`config.mk`:
```
export PLATFORM = sky130hd
export DESIGN_NAME = svi_chan_scanner
export DESIGN_NICKNAME = d
export VERILOG_FILES = /design/src/rtl/svi_chan_scanner.sv
export SDC_FILE = /design/constraint.sdc
export NUM_CORES = 1
export LEC_CHECK = 0
export CORE_AREA = 10 10 61 63
export DETAILED_ROUTE_END_ITERATION = 12
export DIE_AREA = 0 0 71 73
export HOLD_SLACK_MARGIN = 0.05
export PLACE_DENSITY = 0.72
export SYNTH_ARGS = -nofsm -noshare
export SYNTH_HDL_FRONTEND = slang
export SYNTH_SLANG_ARGS = --single-unit
export TNS_END_PERCENT = 10
```
`constraint.sdc`:
```
create_clock -name i_clk -period 1.8 [get_ports i_clk]
set_clock_uncertainty 0.1 [all_clocks]
set_input_delay 0.45 -clock i_clk [delete_from_list [all_inputs] [get_ports i_clk]]
set_output_delay 0.45 -clock i_clk [all_outputs]
set_load 0.02 [all_outputs]
```
`src/rtl/svi_chan_scanner.sv`:
```
// rtl/svi_chan_scanner.sv - per-channel capture registers with round-robin serial scan
// MODE 0 streams every channel in turn; MODE 1 streams only channels whose value changed.
module svi_chan_scanner #(
   parameter int NCH  = 8,
   parameter int W    = 1,
   parameter int MODE = 0,
   localparam int IDXW = $clog2(NCH)
) (
   input  logic             i_clk,
   input  logic             i_arst,
   input  logic             i_en,
   input  logic [NCH-1:0]   i_upd,
   input  logic [NCH*W-1:0] i_data,
   output logic [NCH*W-1:0] o_q,
   output logic             o_valid,
   input  logic             i_ready,
   output logic [IDXW-1:0]  o_idx,
   output logic [W-1:0]     o_data,
   output logic [NCH-1:0]   o_dirty
);

   localparam int SW = IDXW + 1;

   logic [NCH*W-1:0] r_q;
   logic [NCH-1:0]   r_dirty;
   logic [IDXW-1:0]  r_ptr;
   logic             r_valid;
   logic [IDXW-1:0]  r_idx;
   logic [W-1:0]     r_data;

   logic             w_load;
   logic             w_found;
   logic [IDXW-1:0]  w_sel;
   logic [IDXW-1:0]  w_ptr_nxt;
   logic [SW-1:0]    w_pos;
   logic [W-1:0]     w_sel_data;
   logic [NCH-1:0]   w_cap;
   logic [NCH-1:0]   w_chg;
   logic [NCH-1:0]   w_dirty_nxt;

   assign w_load = !r_valid || i_ready;

   // Circular search from r_ptr over registered dirty bits; w_pos is kept one bit wider to wrap.
   always_comb begin
      w_found = 1'b0;
      w_sel   = r_ptr;
      w_pos   = '0;
      if (MODE == 0) begin
         w_found = 1'b1;
      end else begin
         for (int k = 0; k < NCH; k++) begin
            w_pos = {1'b0, r_ptr} + SW'(k);
            if (w_pos >= SW'(NCH)) begin
               w_pos = w_pos - SW'(NCH);
            end
            if (!w_found && r_dirty[w_pos[IDXW-1:0]]) begin
               w_found = 1'b1;
               w_sel   = w_pos[IDXW-1:0];
            end
         end
      end
   end

   always_comb begin
      w_sel_data = '0;
      for (int c = 0; c < NCH; c++) begin
         if (w_sel == IDXW'(c)) begin
            w_sel_data = r_q[c*W +: W];
         end
      end
   end

   assign w_ptr_nxt = (w_sel == IDXW'(NCH - 1)) ? '0 : w_sel + 1'b1;

   always_comb begin
      w_cap = '0;
      w_chg = '0;
      for (int c = 0; c < NCH; c++) begin
         w_cap[c] = i_en && i_upd[c];
         w_chg[c] = w_cap[c] && (i_data[c*W +: W] != r_q[c*W +: W]);
      end
   end

   // A change captured on the channel being loaded re-arms it: set is applied after clear.
   always_comb begin
      w_dirty_nxt = r_dirty;
      if (MODE == 0) begin
         w_dirty_nxt = '0;
      end else begin
         if (w_load && w_found) begin
            w_dirty_nxt[w_sel] = 1'b0;
         end
         w_dirty_nxt = w_dirty_nxt | w_chg;
      end
   end

   always_ff @(posedge i_clk or posedge i_arst) begin
      if (i_arst) begin
         r_q     <= '0;
         r_dirty <= '0;
         r_ptr   <= '0;
         r_valid <= 1'b0;
         r_idx   <= '0;
         r_data  <= '0;
      end else begin
         for (int c = 0; c < NCH; c++) begin
            if (w_cap[c]) begin
               r_q[c*W +: W] <= i_data[c*W +: W];
            end
         end
         r_dirty <= w_dirty_nxt;
         if (w_load) begin
            if (w_found) begin
               r_valid <= 1'b1;
               r_idx   <= w_sel;
               r_data  <= w_sel_data;
               r_ptr   <= w_ptr_nxt;
            end else begin
               r_valid <= 1'b0;
            end
         end
      end
   end

   assign o_q     = r_q;
   assign o_dirty = r_dirty;
   assign o_valid = r_valid;
   assign o_idx   = r_idx;
   assign o_data  = r_data;

endmodule

```
==> results_dict.tcl <==
set metrics [dict create \
    grt_pass1_vias 742 \
    clkPwrFrac_pct 12.2 \
    num-nets-final 147 \
    ctsHoldBuffers 0 \
    whs_ns 0.202 \
    pre_cts_ws_ns 0.00454 \
    grt_max_degree 16 \
    p_leak_uw 0.000585 \
    ir_drop_mv 0.721 \
    seqPwrFrac_pct 36.0 \
    synth_flop_cell "dfrtp_1" \
    drt_iter0_drc 5 \
    cp.required_ns 1.90 \
    via_per_inst 4.48 \
    min_path_type "in2async" \
    ys_seq_area_share_pct 45.6 \
    max_freq_mhz 582 \
    hpwl_um 1680 \
    clock_latency_ns 0.27 \
    synth_cells 82 \
    ys_warn_count 0 \
    cp-start-kind "flip-flop" \
    p_comb_share_pct 51.8 \
    drv_cap 0 \
    period_needed_ns 1.72 \
    drive_above_1_share_pct 14.3 \
    overflow 0 \
    p_int_uw 912 \
    syn_avg_cell_area_um2 10.7 \
    vias 672 \
    swShare_pct 38.3 \
    cts_tree "yes" \
    gp_congestion 0.770 \
    p_switching_uw 566 \
    wl_per_cell_um 13.0 \
    end_kind "flip-flop" \
    diodes 0 \
    htreeDepth 1 \
    grt.total_usage_pct 7.28 \
    cts_buffer_depth 2 \
    hold_violations 0 \
    synth_seq_cells 16 \
    worst-path-max-fanout 4 \
    numPortBuffers 32 \
    core_um2 2620 \
    num_io_pins 41 \
    rsz0062_at_grt "false" \
    setup_ws_ns 0.0823 \
    finalMaxSlewViolations 0 \
    synth_area_um2 877 \
    die_y_um 73 \
    drcViolationCount 0 \
    grt_antenna_before_repair 0 \
    setup_violations 0 \
    fin_area_um2 1270 \
    path_class "reg2reg" \
    fillCellCount 250 \
    grt_pass1_wl_um 3180 \
    seqCellArea_um2 400 \
    arrival_ns 1.82 \
    clkSinkCount 16 \
    ys_types 21 \
    p_per_area_nw_per_um2 1170 \
    wl_um 1950 \
    die_x_um 71 \
    synth-edff-count 0 \
    initial_core_util_pct 33.5 \
    die-area_um2 5180 \
    postPlaceCellArea_um2 1220 \
    multi_input_area_um2 445 \
    numCtsBuffers 3 \
    ant_nets 0 \
    area_growth_pct 44.5 \
    clk_pin_slew_ns 0.09 \
    period_share_pct 95.4 \
    num_rows 19 \
    clk_root_buffer_cell "clkbuf_4" \
    async_reset_ff_share_pct 100 \
    dr.pass1.iters 4 \
    status "finished, final reports clean" \
    tns_ns 0 \
]
## registers in the layout, summed over array words and instances, names as in the netlist
register / count
o_data: 1
o_valid: 1
r_ptr: 3
o_idx: 3
o_q: 8
## placed cells by master, fill, tap and decap left out, drive strengths merged
master         netlist  layout
a21o                 1       1
inv                  5       5
o221ai               1       1
clkdlybuf4s50        0      19
o21ai                5       5
nor3b                2       2
mux2                 9       9
dfrtp               16      16
ha                   6       6
nor4                 1       1
buf                 10       5
a21oi                2       2
a2111oi              1       1
dlygate4sd2          0      13
nor2b                2       2
nand2               14      14
clkbuf               0       3
o31ai                1       1
conb                 2       9
mux2i                2       2
nor3                 2       2
## synthesized netlist by cell type (2+ instances only)
cell	instances	area, um2
conb_1	2	7.51
buf_4	8	60.1
ha_1	6	75.1
inv_1	5	18.8
nand2_1	14	52.6
dfrtp_1	16	400
nor3_1	2	10.0
mux2_1	8	90.1
a21oi_1	2	10.0
nor3b_1	2	15.0
buf_2	2	10.0
o21ai_0	5	25.0
mux2i_1	2	20.0
## worst paths after layout
| check | startpoint | endpoint | slack, ns | depth (start not counted) |
|---|---|---|---|---|
| worst max-delay path | r_ptr[1]$_DFFE_PP0P_ | o_data$_DFFE_PP0P_ | 0.08 | 6 |
| worst min-delay path | i_arst | o_valid$_DFFE_PP0P_ | 0.20 | 2 |
| worst max register to register | r_ptr[1]$_DFFE_PP0P_ | o_data$_DFFE_PP0P_ | 0.08 | 6 |
| worst min register to register | o_idx[2]$_DFFE_PP0P_ | o_idx[2]$_DFFE_PP0P_ | 0.38 | 2 |
| max in group asynchronous | i_arst | o_q[2]$_DFFE_PP0P_ | 1.03 | 3 |
| min in group i_clk | o_idx[2]$_DFFE_PP0P_ | o_idx[2]$_DFFE_PP0P_ | 0.38 | 2 |
## area by class of cell
| cell class | instances | area share (%) |
|---|---|---|
| Multi-Input combinational cell | 58 | 35.1 |
| Timing Repair Buffer | 37 | 26.9 |
| Clock buffer | 3 | 1.78 |
| Inverter | 5 | 1.48 |
| Sequential cell | 16 | 31.6 |
| Tap cell | 31 | 3.06 |
## worst max-delay path, cell delays in order (launching register included)
cell	delay, ns
dfrtp_1	0.42
ha_2	0.22
ha_4	0.17
nor3b_2	0.15
nor4_2	0.28
o31ai_2	0.12
o221ai_2	0.18
## through the flow
| stage | power (uW) | cells | util (%) |
|---|---|---|---|
| after floorplan | 1010 | 89 | - |
| after global placement | 1280 | 146 | 46.7 |
| after detailed placement | 1300 | 146 | 46.7 |
| after CTS | 1440 | 149 | 47.0 |
| after global routing | 1600 | 150 | 48.5 |
| final | 1480 | 150 | 48.5 |
## kinds of logic (layout without fill, tap and decap cells)
family	after synthesis	in the layout	synth area share, %
buf+inv	15	45	10.1
mux	11	11	13.8
other cells	2	9	0.856
flops	16	16	45.6
compound gates	11	11	9.13
simple gates	21	21	11.8
fa+ha+maj	6	6	8.56
## power groups by stage
stage / clock network, uW / logic [uW] / registers [uW]
floorplan: 0 / 372 / 633
global placement: 0 / 745 / 538
detailed placement: 0 / 757 / 544
CTS: 191 / 712 / 534
global route: 200 / 852 / 549
finish: 180 / 766 / 532
## per-layer routing
layer | part of all wire, % | global-route usage [%] | vias to the layer above
met2 | 51 | 13.2 | 28
met5 | 0 | 0 | -
met4 | 0.21 | 2.58 | 0
met3 | 13 | 4.35 | 2
met1 | 36 | 6.59 | 310
li1 | - | - | 332
## timing repair
item / in CTS / in global routing
pin swaps: 0 / 3
endpoints found under the setup margin: 13 / 1
endpoints found under the hold margin: 0 / 0
buffers inserted: 0 / 1
gates resized for setup: 13 / 6
Note: power is estimated with default switching activity, not from simulation.
